--- config.mk ---
export PLATFORM = sky130hd
export DESIGN_NAME = mem_scheduler
export DESIGN_NICKNAME = d
export VERILOG_FILES = /design/src/rtl/mem_scheduler_pkg.sv /design/src/rtl/mem_pending_slot.sv /design/src/rtl/mem_scheduler.sv
export SDC_FILE = /design/constraint.sdc
export NUM_CORES = 1
export LEC_CHECK = 0
export CAP_MARGIN = 40
export CORE_MARGIN = 1
export CORE_UTILIZATION = 50
export DETAILED_ROUTE_END_ITERATION = 6
export GPL_TIMING_DRIVEN = 0
export MAX_ROUTING_LAYER = met4
export PLACE_DENSITY = 0.85
export SLEW_MARGIN = 10
export SYNTH_ARGS = -nofsm -noshare
export SYNTH_HDL_FRONTEND = slang
export SYNTH_HIERARCHICAL = 1
export SYNTH_SLANG_ARGS = --single-unit
export TNS_END_PERCENT = 20
--- constraint.sdc ---
create_clock -name clk -period 8.4 [get_ports clk]
set_input_delay 1.68 -clock clk [delete_from_list [all_inputs] [get_ports clk]]
set_output_delay 1.68 -clock clk [all_outputs]
set_load 0.1 [all_outputs]
--- src/rtl/mem_scheduler_pkg.sv ---
// mem_scheduler_pkg: shared memory request/response types and scheduler enums
package mem_scheduler_pkg;
    typedef struct packed {
        logic        mem_valid;
        logic        mem_instr;
        logic [31:0] mem_addr;
        logic [31:0] mem_wdata;
        logic [3:0]  mem_wstrb;
    } mem_in_type;
    typedef struct packed {
        logic [31:0] mem_rdata;
        logic        mem_ready;
    } mem_out_type;
    typedef enum logic [1:0] {OWN_NONE, OWN_I, OWN_D, OWN_X} sched_owner_type;
    typedef enum logic {IDLE, BUSY} sched_state_type;
    localparam mem_in_type MEM_IN_IDLE = '0;
endpackage

--- src/rtl/mem_pending_slot.sv ---
// mem_pending_slot: one-entry request buffer for a single requester
// req/en: incoming pulse and port enable; clr: head granted this cycle; flush: drop all
// head: pending entry, or the arriving request when the slot is empty; ovr: arrival dropped
module mem_pending_slot
    import mem_scheduler_pkg::*;
(
    input  logic       clk,
    input  logic       rst,
    input  mem_in_type req,
    input  logic       en,
    input  logic       clr,
    input  logic       flush,
    output mem_in_type head,
    output logic       ovr
);
    mem_in_type pend;
    logic take;
    // An arrival on an empty slot is offered straight to the arbiter so an idle
    // bus can issue it at the very edge it arrives.
    always_comb begin
        take = req.mem_valid & en & ~flush;
        head = flush ? MEM_IN_IDLE : pend.mem_valid ? pend : take ? req : MEM_IN_IDLE;
        ovr = take & pend.mem_valid & ~clr;
    end
    // A grant of a stored entry frees the slot for the arrival in the same cycle;
    // a grant of a bypassed arrival leaves the slot empty.
    always_ff @(posedge clk)
        if (!rst || flush) pend <= MEM_IN_IDLE;
        else if (clr) pend <= (pend.mem_valid & take) ? req : MEM_IN_IDLE;
        else if (take & ~pend.mem_valid) pend <= req;
endmodule

--- src/rtl/mem_scheduler.sv ---
// mem_scheduler: shares one memory port between fetch, load/store and an external master
// imem/dmem/xmem_in/_out: requester pulses and responses; flush_instr: cancel fetch traffic
// memory_*: registered bus request, combinational response; overrun: sticky dropped request
module mem_scheduler
    import mem_scheduler_pkg::*;
#(
    parameter int STARVE_MAX = 8,
    parameter bit XMEM_EN    = 1'b1
) (
    input  logic        clk,
    input  logic        rst,
    input  mem_in_type  imem_in,
    output mem_out_type imem_out,
    input  mem_in_type  dmem_in,
    output mem_out_type dmem_out,
    input  mem_in_type  xmem_in,
    output mem_out_type xmem_out,
    input  logic        flush_instr,
    output logic        memory_valid,
    output logic        memory_instr,
    output logic [31:0] memory_addr,
    output logic [31:0] memory_wdata,
    output logic [3:0]  memory_wstrb,
    input  logic [31:0] memory_rdata,
    input  logic        memory_ready,
    output logic        overrun
);
    localparam int AW = $clog2(STARVE_MAX + 1);
    localparam logic [AW-1:0] AGE_MAX = AW'(STARVE_MAX);
    mem_in_type i_head, d_head, x_head, win_req;
    logic i_ovr, d_ovr, x_ovr, done, issue, waiting, ptr, drop;
    logic [AW-1:0] age;
    sched_state_type state, state_n;
    sched_owner_type owner, owner_n, win;

    mem_pending_slot u_islot (.clk(clk), .rst(rst), .req(imem_in), .en(1'b1),
        .clr(issue && win == OWN_I), .flush(flush_instr), .head(i_head), .ovr(i_ovr));
    mem_pending_slot u_dslot (.clk(clk), .rst(rst), .req(dmem_in), .en(1'b1),
        .clr(issue && win == OWN_D), .flush(1'b0), .head(d_head), .ovr(d_ovr));
    mem_pending_slot u_xslot (.clk(clk), .rst(rst), .req(xmem_in), .en(XMEM_EN),
        .clr(issue && win == OWN_X), .flush(1'b0), .head(x_head), .ovr(x_ovr));

    // ptr=0 favours imem, ptr=1 favours xmem; dmem wins unless a waiter has aged out.
    always_comb begin
        waiting = i_head.mem_valid | x_head.mem_valid;
        done = (state == BUSY) & memory_ready;
        issue = ((state == IDLE) | done) & (waiting | d_head.mem_valid);
        win = (d_head.mem_valid & ~(waiting & (age == AGE_MAX))) ? OWN_D :
              (i_head.mem_valid & (~x_head.mem_valid | ~ptr)) ? OWN_I :
              x_head.mem_valid ? OWN_X : OWN_NONE;
        win_req = (win == OWN_I) ? i_head : (win == OWN_X) ? x_head : d_head;
        state_n = issue ? BUSY : done ? IDLE : state;
        owner_n = issue ? win : done ? OWN_NONE : owner;
        imem_out = '0;
        dmem_out = '0;
        xmem_out = '0;
        imem_out.mem_ready = done & (owner == OWN_I) & ~drop & ~flush_instr;
        dmem_out.mem_ready = done & (owner == OWN_D);
        xmem_out.mem_ready = done & (owner == OWN_X);
        imem_out.mem_rdata = imem_out.mem_ready ? memory_rdata : 32'h0;
        dmem_out.mem_rdata = dmem_out.mem_ready ? memory_rdata : 32'h0;
        xmem_out.mem_rdata = xmem_out.mem_ready ? memory_rdata : 32'h0;
    end

    always_ff @(posedge clk)
        if (!rst) begin
            state <= IDLE;
            owner <= OWN_NONE;
            memory_valid <= 1'b0;
            memory_instr <= 1'b0;
            memory_addr <= '0;
            memory_wdata <= '0;
            memory_wstrb <= '0;
            age <= '0;
            ptr <= 1'b0;
            drop <= 1'b0;
            overrun <= 1'b0;
        end else begin
            state <= state_n;
            owner <= owner_n;
            if (issue) begin
                memory_valid <= win_req.mem_valid;
                memory_instr <= win_req.mem_instr;
                memory_addr <= win_req.mem_addr;
                memory_wdata <= win_req.mem_wdata;
                memory_wstrb <= win_req.mem_wstrb;
            end else if (done) memory_valid <= 1'b0;
            if (issue && win != OWN_D) ptr <= (win == OWN_I);
            age <= ~waiting ? '0 : ~issue ? age : (win != OWN_D) ? '0 :
                   (age == AGE_MAX) ? age : age + 1'b1;
            // A flushed fetch still runs to completion on the bus; only its response is hidden.
            drop <= ~done & (drop | (flush_instr & (state == BUSY) & (owner == OWN_I)));
            overrun <= overrun | i_ovr | d_ovr | x_ovr;
        end
endmodule

==> flow_summary.json <==
{
  "critPathCaptureType": "output port",
  "tritoncts": "yes",
  "ioPinCount": 416,
  "fin_tns_setup_ns": 0,
  "seqCellArea_mm2": 0.005806,
  "multi_input_comb_area_mm2": 0.006594,
  "cts.htree.levels": 1,
  "clk_pin_slew_ns": 0.06,
  "first_pass_iters": 7,
  "drt_wl_total_um": 70580,
  "final_net_count": 2200,
  "cap_violations": 0,
  "post_cts_resized": 0,
  "grt_usage_pct": 52.36,
  "mostFrequentLayoutCells": "415 x clkdlybuf4s50_1, 414 x a22o_1, 290 x dfxtp_1, 132 x buf_8, 103 x a21oi_1",
  "synth_edf_count": 0,
  "slew_headroom_pct": 33.90,
  "place_congestion": 0.9149,
  "path_class": "input port to output port",
  "max_freq_mhz": 156.5,
  "vias": 16140,
  "max-clock-path-buffers": 3,
  "ys_async_sr_fraction_pct": 0,
  "ys_ff_latch": 290,
  "post-dp-hpwl_um": 45000,
  "grt_max_degree": 15,
  "finalHoldViolations": 0,
  "fp.dieArea_mm2": 0.02678,
  "hold_class": "register to register",
  "required_ns": 6.72,
  "dr.first_iter.drc_count": 2542,
  "worst_ep_arrival_time_ns": 4.71,
  "final.setup.worst_slack_ns": 2.012,
  "dp_slack_ns": 2.238,
  "fin_crit_sh_pct": 76.05,
  "setup_viol": 0,
  "cts_sinks": 290,
  "final_layout_size_suffix_gt1_share_pct": 15.05,
  "ys_warn_count": 6,
  "numCtsBuffers": 29,
  "clock_latency_ns": 0.57,
  "cp-start-kind": "input port",
  "maxSlewViolCount": 0,
  "tightest_slew_ns": 0.9914,
  "synth_area_mm2": 0.01306,
  "final_common_cell": "clkdlybuf4s50_1",
  "rsz0062_at_grt": "false",
  "p_per_area_mw_per_mm2": 174.4,
  "n_fill_cell": 1227,
  "ir_drop_mv": 0.1419,
  "ant_nets": 0,
  "vias_per_cell": 6.910,
  "core_region_area_mm2": 0.02540,
  "gr-total-overflow": 0,
  "violations": "design-rule violations",
  "fin_cells": 2335,
  "post-cts-setup-buffer-count": 0,
  "grt_pass1_wl_um": 100100,
  "outcome": "finished, violations left",
  "synthCells": 1319,
  "synth_ff_type": "dfxtp_1",
  "dp.cells": 2250,
  "drc": 4,
  "grt_pass1_vias": 15990,
  "ys_seq_area_share_pct": 44.44,
  "post-route-min-period_ns": 6.388,
  "synth_area_per_cell_um2": 9.904,
  "fin_skew_ns": 0.02659,
  "power.leakage_uw": 0.008506,
  "wl_per_cell_um": 30.23,
  "rows": 58,
  "yosysUniqueCellTypes": 49,
  "area_growth_pct": 66.48,
  "ctsHoldBuffers": 0,
  "crit_fanout": 10,
  "antenna_found_initial": 18,
  "die_h_um": 163.6,
  "start_util_pct": 51.43,
  "cts_root_buf": "clkbuf_16",
  "port_buffers": 415,
  "dieWidth_um": 163.6
}
[per-layer routing]
metal / share of wire, % / wire [um] / global-route usage, % / vias to the layer above
met5: 0 / 0 / - / -
met4: 9.2 / 6502 / 39.18 / 0
met3: 16 / 11040 / 27.30 / 583
met2: 43 / 30640 / 76.54 / 1653
met1: 32 / 22400 / 53.08 / 7450
li1: - / - / - / 6449
[through the flow]
stage	hold slack [ns]	cell area, um2	util (%)	power [uW]
after floorplan	0.4501	13120	-	1984
after global placement	0.4543	17680	69.62	2294
after detailed placement	0.4644	20730	81.61	2470
after CTS	0.4756	21660	85.28	3733
after global routing	0.4917	21740	85.60	3854
final	0.4801	21750	85.63	3794
[kinds of logic after synthesis]
logic type	count (synthesis)	synth area share, %
buffers and inverters	153	5.488
multiplexers	1	0.08619
flip-flops	290	44.44
adder cells (fa/ha/maj)	5	0.4214
XOR/XNOR	4	0.2682
AND/OR/NAND/NOR	167	7.518
AO/OA/AOI/OAI	697	41.72
other	2	0.05749
[worst max-delay path: stages]
cell and delay (ns):
clkdlybuf4s50_1 0.56, nor4_1 0.74, clkdlybuf4s15_2 0.37, clkbuf_1 0.34
and2_1 0.24, clkdlybuf4s50_1 0.55, buf_8 0.21
[flip-flops by register name, summed over array words and instances (netlist names), 2 cells and up]
signal        count
memory_addr      32
u_xslot/pend     70
memory_wstrb      4
u_islot/pend     70
age               4
owner             2
u_dslot/pend     70
memory_wdata     32
[power breakdown]
group / total (uW) / switching (uW) / internal, uW
clock: 1300 / 577 / 723
sequential: 1480 / 43.0 / 1440
combinational: 1010 / 622 / 393
total: 3790 / 1240 / 2550
[final timing paths]
check                     end  depth (start not counted)             start  slack (ns)
max               imem_out[7]                          7       flush_instr        2.01
min reg2reg      memory_valid                          2      memory_valid        0.48
max reg2reg  u_islot/pend[47]                         11  u_islot/pend[69]        4.03
min              memory_valid                          2      memory_valid        0.48
[cells in the mapped netlist (2+ instances only)]
master	instances	share of area, %
nor4_1	4	0.19
nor2_1	34	0.98
dfxtp_1	290	44
nand3_1	4	0.15
xor2_1	3	0.20
clkbuf_1	83	2.4
buf_2	45	1.7
a311oi_2	3	0.34
buf_6	6	0.52
o21ai_0	68	2.6
and2_1	97	4.6
nand2b_4	3	0.32
nor3_1	3	0.11
nand2b_1	2	0.096
conb_1	2	0.057
a221oi_1	20	1.3
a21oi_1	103	3.9
a21boi_0	3	0.17
a32o_1	20	1.5
nor2b_1	2	0.096
nor3_2	6	0.46
ha_1	2	0.19
inv_1	8	0.23
a22o_1	414	28
o211a_1	3	0.23
buf_4	11	0.63
a22oi_1	50	2.9
nand2_1	7	0.20
maj3_1	3	0.23
[layout make-up]
class / instances / share of cell area [%]
timing repair buffer: 588 / 33.15
multi-input combinational: 890 / 30.32
sequential: 290 / 26.69
clock buffer: 43 / 3.855
buffer: 145 / 3.158
tap: 330 / 1.899
clock inverter: 10 / 0.4315
antenna: 31 / 0.3567
inverter: 8 / 0.1381
No activity file was read; power rests on OpenSTA's default activity.
